==> src/rtl/uart_pkg.sv <==
// Shared constants and types for the serial-port feeder: SFR addresses,
// SCON bit positions and the feeder FSM state encoding.
package uart_pkg;

    // SFR addresses of the serial port
    localparam logic [7:0] SCON_ADDR_DEF = 8'h98;
    localparam logic [7:0] SBUF_ADDR_DEF = 8'h99;

    // SCON bit indices
    localparam int SCON_RI    = 0;
    localparam int SCON_TI    = 1;
    localparam int SCON_REN   = 4;
    localparam int SCON_SM_LO = 6;
    localparam int SCON_SM_HI = 7;

    // Feeder FSM states
    typedef enum logic [3:0] {
        ST_INIT_REQ = 4'd0,
        ST_INIT_WR  = 4'd1,
        ST_IDLE     = 4'd2,
        ST_TX_REQ   = 4'd3,
        ST_TX_WR    = 4'd4,
        ST_WAIT_INT = 4'd5,
        ST_POLL_REQ = 4'd6,
        ST_POLL_RD  = 4'd7,
        ST_CLR_WR   = 4'd8
    } feeder_state_t;

    // SCON value with TI cleared and every other bit preserved, so the
    // write-back never disturbs RI or the mode bits the CPU owns.
    function automatic logic [7:0] clear_ti(input logic [7:0] scon_val);
        logic [7:0] r;
        r = scon_val;
        r[SCON_TI] = 1'b0;
        return r;
    endfunction

endpackage

==> src/rtl/uart_byte_fifo.sv <==
// Byte FIFO between the producer stream and the bus-master FSM.
// Pushes while full and pops while empty are ignored; pointers wrap
// naturally because DEPTH is a power of two.
module uart_byte_fifo #(
    parameter int DEPTH = 8
) (
    input  logic                     clk,
    input  logic                     rst_n,
    input  logic                     push,
    input  logic [7:0]               din,
    input  logic                     pop,
    output logic [7:0]               dout,
    output logic                     full,
    output logic                     empty,
    output logic [$clog2(DEPTH):0]   level
);

    localparam int AW = $clog2(DEPTH);
    localparam logic [AW:0] FULL_CNT = (AW+1)'(DEPTH);

    logic [7:0]    mem [DEPTH];
    logic [AW-1:0] wr_ptr;
    logic [AW-1:0] rd_ptr;
    logic [AW:0]   count;
    logic          do_push;
    logic          do_pop;

    assign full    = (count == FULL_CNT);
    assign empty   = (count == '0);
    assign level   = count;
    assign dout    = mem[rd_ptr];
    assign do_push = push && !full;
    assign do_pop  = pop && !empty;

    // Storage array; contents need no reset since count gates every read
    always_ff @(posedge clk) begin
        if (do_push) begin
            mem[wr_ptr] <= din;
        end
    end

    // Pointers and occupancy; simultaneous push and pop keeps count steady
    always_ff @(posedge clk or negedge rst_n) begin
        if (!rst_n) begin
            wr_ptr <= '0;
            rd_ptr <= '0;
            count  <= '0;
        end else begin
            if (do_push) begin
                wr_ptr <= wr_ptr + 1'b1;
            end
            if (do_pop) begin
                rd_ptr <= rd_ptr + 1'b1;
            end
            case ({do_push, do_pop})
                2'b10:   count <= count + 1'b1;
                2'b01:   count <= count - 1'b1;
                default: count <= count;
            endcase
        end
    end

endmodule

==> src/rtl/uart_tx_feeder.sv <==
// Bus-master feeder for the serial port. Buffers producer bytes, then for
// each byte: requests the SFR bus, writes SBUF, waits for the interrupt,
// polls SCON and clears TI with a read-modify-write. SCON is initialised
// once after every reset.
//
// Handshakes: the producer stream transfers a byte on any rising edge where
// s_valid && s_ready; s_ready depends only on FIFO occupancy, never on
// s_valid. On the SFR side bus_req is held until bus_gnt is sampled high,
// after which each access occupies exactly one cycle with strobes driven
// from registers; bus_gnt must remain high through the access cycle(s).
module uart_tx_feeder
    import uart_pkg::*;
#(
    parameter int         DEPTH     = 8,
    parameter logic [7:0] SCON_ADDR = SCON_ADDR_DEF,
    parameter logic [7:0] SBUF_ADDR = SBUF_ADDR_DEF,
    parameter logic [7:0] SCON_INIT = 8'h40,
    parameter int         POLL_GAP  = 16
) (
    input  logic                   clk,
    input  logic                   rst_n,
    input  logic [7:0]             s_data,
    input  logic                   s_valid,
    output logic                   s_ready,
    output logic                   bus_req,
    input  logic                   bus_gnt,
    output logic [7:0]             AB_o,
    output logic [7:0]             DB_o,
    output logic                   DB_oe,
    input  logic [7:0]             DB_i,
    output logic                   rd_n,
    output logic                   wr_n,
    input  logic                   Intuart,
    output logic [$clog2(DEPTH):0] level,
    output logic                   busy,
    output logic [3:0]             dbg_state
);

    localparam int GW = $clog2(POLL_GAP + 1);

    feeder_state_t state;
    logic [GW-1:0] gap_cnt;
    logic [7:0]    fifo_dout;
    logic          fifo_full;
    logic          fifo_empty;
    logic          fifo_pop;

    // The head byte is latched into DB_o on entry to TX_WR, so popping
    // during TX_WR itself is safe.
    assign fifo_pop  = (state == ST_TX_WR);
    assign s_ready   = !fifo_full;
    assign busy      = (state != ST_IDLE) || !fifo_empty;
    assign dbg_state = state;

    uart_byte_fifo #(
        .DEPTH (DEPTH)
    ) u_fifo (
        .clk   (clk),
        .rst_n (rst_n),
        .push  (s_valid),
        .din   (s_data),
        .pop   (fifo_pop),
        .dout  (fifo_dout),
        .full  (fifo_full),
        .empty (fifo_empty),
        .level (level)
    );

    // Bus-master FSM with registered bus outputs and the SCON poll gap counter
    always_ff @(posedge clk or negedge rst_n) begin
        if (!rst_n) begin
            state   <= ST_INIT_REQ;
            bus_req <= 1'b0;
            AB_o    <= 8'h00;
            DB_o    <= 8'h00;
            DB_oe   <= 1'b0;
            rd_n    <= 1'b1;
            wr_n    <= 1'b1;
            gap_cnt <= '0;
        end else begin
            // Strobes and request drop unless the next state is a REQ or access state
            bus_req <= 1'b0;
            DB_oe   <= 1'b0;
            rd_n    <= 1'b1;
            wr_n    <= 1'b1;
            case (state)
                ST_INIT_REQ: begin
                    bus_req <= 1'b1;
                    if (bus_gnt) begin
                        state <= ST_INIT_WR;
                        AB_o  <= SCON_ADDR;
                        DB_o  <= SCON_INIT;
                        DB_oe <= 1'b1;
                        wr_n  <= 1'b0;
                    end
                end
                ST_INIT_WR: begin
                    state <= ST_IDLE;
                end
                ST_IDLE: begin
                    if (!fifo_empty) begin
                        state   <= ST_TX_REQ;
                        bus_req <= 1'b1;
                    end
                end
                ST_TX_REQ: begin
                    bus_req <= 1'b1;
                    if (bus_gnt) begin
                        state <= ST_TX_WR;
                        AB_o  <= SBUF_ADDR;
                        DB_o  <= fifo_dout;
                        DB_oe <= 1'b1;
                        wr_n  <= 1'b0;
                    end
                end
                ST_TX_WR: begin
                    state   <= ST_WAIT_INT;
                    gap_cnt <= GW'(POLL_GAP);
                end
                ST_WAIT_INT: begin
                    if (gap_cnt != '0) begin
                        gap_cnt <= gap_cnt - GW'(1);
                    end else if (Intuart) begin
                        state   <= ST_POLL_REQ;
                        bus_req <= 1'b1;
                    end
                end
                ST_POLL_REQ: begin
                    bus_req <= 1'b1;
                    if (bus_gnt) begin
                        state <= ST_POLL_RD;
                        AB_o  <= SCON_ADDR;
                        rd_n  <= 1'b0;
                    end
                end
                ST_POLL_RD: begin
                    // Keep the bus straight into the write-back to minimise the RMW window
                    if (DB_i[SCON_TI]) begin
                        state   <= ST_CLR_WR;
                        bus_req <= 1'b1;
                        AB_o    <= SCON_ADDR;
                        DB_o    <= clear_ti(DB_i);
                        DB_oe   <= 1'b1;
                        wr_n    <= 1'b0;
                    end else begin
                        // RI-only interrupt belongs to the CPU; back off and poll again
                        state   <= ST_WAIT_INT;
                        gap_cnt <= GW'(POLL_GAP);
                    end
                end
                ST_CLR_WR: begin
                    state <= ST_IDLE;
                end
                default: begin
                    state <= ST_INIT_REQ;
                end
            endcase
        end
    end

endmodule

==> config.mk <==
export PLATFORM = sky130hd
export DESIGN_NAME = uart_tx_feeder
export DESIGN_NICKNAME = d
export VERILOG_FILES = /design/src/rtl/uart_pkg.sv /design/src/rtl/uart_byte_fifo.sv /design/src/rtl/uart_tx_feeder.sv
export SDC_FILE = /design/constraint.sdc
export NUM_CORES = 1
export LEC_CHECK = 0
export ABC_AREA = 1
export CAP_MARGIN = 10
export CORE_MARGIN = 5
export CORE_UTILIZATION = 50
export DETAILED_ROUTE_END_ITERATION = 12
export PLACE_DENSITY = 0.73
export SYNTH_ARGS = -nofsm -noshare
export SYNTH_HDL_FRONTEND = slang
export SYNTH_SLANG_ARGS = --single-unit
==> constraint.sdc <==
create_clock -name clk -period 2.04 [get_ports clk]
set_clock_uncertainty 0.2 [all_clocks]
set_input_delay 0.204 -clock clk [delete_from_list [all_inputs] [get_ports clk]]
set_output_delay 0.204 -clock clk [all_outputs]
set_load 0.05 [all_outputs]
==> metrics.md <==
| Metric | Value |
|---|---|
| # port buffers | `46` |
| Overall die height | `106 um` |
| RSZ-0062 raised after global routing | `true` |
| Grt ovf | `0` |
| Synth unique cells | `36` |
| Family with the most delay on the worst path | `flip-flops` |
| Slowest library cell on the worst path | `dfrtp_2` |
| Reg-to-reg endpoint | `u_fifo.level[2]` |
| Root Driver | `clkbuf_8` |
| # setup viols final | `0` |
| Area delta synth->final | `24.8%` |
| Cell Rows | `35` |
| Die extent in x | `106 um` |
| Reg2Reg Depth | `12` |
| Crit path DAT | `2.07 ns` |
| Achievable Freq | `496 MHz` |
| Share of layout cells above drive strength 1 | `19.9%` |
| Worst Setup Path Type | `reg -> reg` |
| RR Startpoint | `u_fifo.level[2]` |
| Max-cap violations | `0` |
| Gpl congestion | `0.858` |
| Worst-Skew Late Latency | `0.37 ns` |
| PwrDens | `1510 nW/um^2` |
| 1st-pass router iterations | `4` |
| Inserted Clock Buffers | `9` |
| Mapped Area | `4580 sq um` |
| Synthesized instance count | `482` |
| Clk buf depth | `2` |
| Final Max Slew Viols | `0` |
| Total number of vias | `3376` |
| Top Ports | `51` |
| Tcrit/Tclk final | `98.8%` |
| Yosys Warn Count | `0` |
| ANT cells | `0` |
| Post-synth EDFFs | `64` |
| First-pass GRT wire length | `16800 um` |
| Total core area | `9060 sq um` |
| Area leader, netlist | `edfxtp_1` |
| Worst-path maximum fanout | `4` |
| Hold_ws | `0.0265 ns` |
| Clk sink count | `97` |
| Initial Util | `50.5%` |
| DRT antenna net count | `0` |
| Seq/Total Area, Yosys | `60.0%` |
| Status | `completed` |
| Placed cell area | `5400 sq um` |
| Crit path buffers/inverters | `3` |
| Initial antenna violation count | `0` |
| DRC violation count after routing | `0` |
| Top cell type's share of synthesized area | `41.9%` |
| Endpoints failing hold | `0` |
| Vias/cell | `5.04` |
| Final WL | `10200 um` |
| HP Class | `in -> async` |
| CP cell instances | `inv_2, buf_4, nand4_1, nand2_2, ha_4, nand2_2, inv_2, nor2_4, ha_4, a21oi_2, xor2_1, o21ai_1` |
| Pin count of the biggest net entering global routing | `34` |
| H-tree depth | `3` |
| Maximum VDD drop | `0.000586 V` |
| Top-count cell post-synth | `nand2_1` |
| Overall Global Routing Usage | `19.1%` |
| Final Cell Area | `5720 sq um` |
| Wire per inst | `15.3 um` |
| Flop-to-flop setup slack | `0.03 ns` |
| Die area | `11200 sq um` |
| Ys async rst share | `34.0%` |
| List of most frequent post-synthesis cells | `nand2_1 (137), inv_1 (77), edfxtp_1 (64), nand3_1 (52), dfrtp_1 (31)` |
| Vias in the first global route | `3480` |
| Post-layout net count | `581` |
| #FFs+latches synth | `97` |
| Post-route minimum period | `2.01 ns` |
| Hpwl dp | `6880 um` |
| Crit path capture type | `flip-flop` |
| Slew at the pin with the worst max-slew slack | `0.516 ns` |
| Crit path largest cell delay | `0.42 ns` |
| TritonCTS clock tree | `yes` |
| Worst Path Required | `2.10 ns` |
| Overall Power | `8.63 mW` |
| Initial DRC Count | `210` |
| CP startpoint kind | `flip-flop` |
| Static Leak | `2.53 nW` |
| Fin Setup TNS | `0 ns` |
| Clk pin slew, worst setup/hold paths | `0.10 ns` |
| Top FF cell, synth | `edfxtp_1` |
| Area contributors post-synth | `edfxtp_1 (42%), dfrtp_1 (17%), nand2_1 (11%), inv_1 (6.3%), nand3_1 (5.7%)` |
| Mean Syn Cell Area | `9.51 sq um` |
| Max-slew headroom | `65.6%` |
==> area by class of cell <==
| type | instances | area [sq um] |
|---|---|---|
| Inverter | 79 | 297 |
| Clock inverter | 5 | 66.3 |
| Sequential cell | 97 | 2760 |
| Multi-Input combinational cell | 291 | 1580 |
| Fill cell | 724 | 3350 |
| Tap cell | 111 | 139 |
| Clock buffer | 11 | 151 |
| Timing Repair Buffer | 76 | 728 |
==> cells by family (layout without fill, tap and decap cells) <==
family                     count (synthesis)  count (layout)  share of synthesized area, %
adders and majority gates                  6               6                          1.64
other                                      1               4                        0.0818
DFF                                       97              97                          60.0
AOI/OAI and AO/OA                         37              37                          4.97
buffers and inverters                     97             171                          8.93
xor gates and xnor gates                   7               7                          1.34
and+or+nand+nor                          237             237                          23.0
==> metal layers <==
metal	track usage (%)	up-vias	routed length, um
li1	-	1676	-
met1	23.9	1587	4330
met3	3.92	11	641
met4	8.42	0	152
met5	0	-	0
met2	31.9	102	5100
==> worst max-delay path by stage <==
stage / startpoint / end / slack [ns] / depth (start not counted)
after floorplan: u_fifo.level[1] / u_fifo.level[2] / -0.58 / 11
after global placement: u_fifo.level[1] / u_fifo.level[2] / 0.03 / 13
after detailed placement: u_fifo.level[1] / u_fifo.level[2] / -0.05 / 14
after CTS: dbg_state[0] / u_fifo.level[2] / -0.006 / 13
after global routing: u_fifo.level[1] / u_fifo.level[2] / -0.08 / 13
final: u_fifo.level[2] / u_fifo.level[2] / 0.03 / 12
==> registers in the layout, summed over array words and instances (netlist names), 2 cells and up <==
name and cells:
AB_o 2, DB_o 8, dbg_state 4, gap_cnt 5, u_fifo.level 4, u_fifo.mem 64, u_fifo.rd_ptr 3, u_fifo.wr_ptr 3
==> where the power goes <==
group / total (mW) / internal (mW) / switching, mW
Sequential: 2.85 / 2.61 / 0.235
Clock: 1.37 / 0.652 / 0.715
Combinational: 4.41 / 1.52 / 2.90
==> placed cells by master (no fill, tap or decap), types with 3 or more instances in the layout <==
cell type / instances
a21boi_1: 5
a21oi_1: 11
buf_12: 5
buf_4: 33
clkbuf_8: 11
clkdlybuf4s50_1: 32
conb_1: 4
dfrtp_1: 24
dfrtp_2: 7
dlygate4sd2_1: 4
edfxtp_1: 64
ha_1: 3
inv_1: 67
inv_2: 11
nand2_1: 131
nand2_2: 6
nand2_4: 6
nand3_1: 52
nand4_1: 3
nor2_1: 18
nor2_2: 3
nor2_4: 13
o211ai_1: 3
o21ai_0: 11
xnor2_1: 3
xor2_1: 4
==> metrics by stage <==
step           utilization, %  setup slack, ns  instances
6_report                 63.1           0.0251        670
5_1_grt                  63.1          -0.0770        670
4_1_cts                  62.1         -0.00610        664
3_5_place_dp             59.6          -0.0489        648
3_3_place_gp             59.6           0.0319        648
2_1_floorplan               -           -0.582        485
==> repair_timing <==
action | in CTS | in global routing
endpoints found under the setup margin | 6 | 15
pin swaps | 4 | 8
hold buffers | 0 | 0
gates resized for setup | 11 | 15
buffers inserted | 0 | 6
No activity file was read; power rests on OpenSTA's default activity.
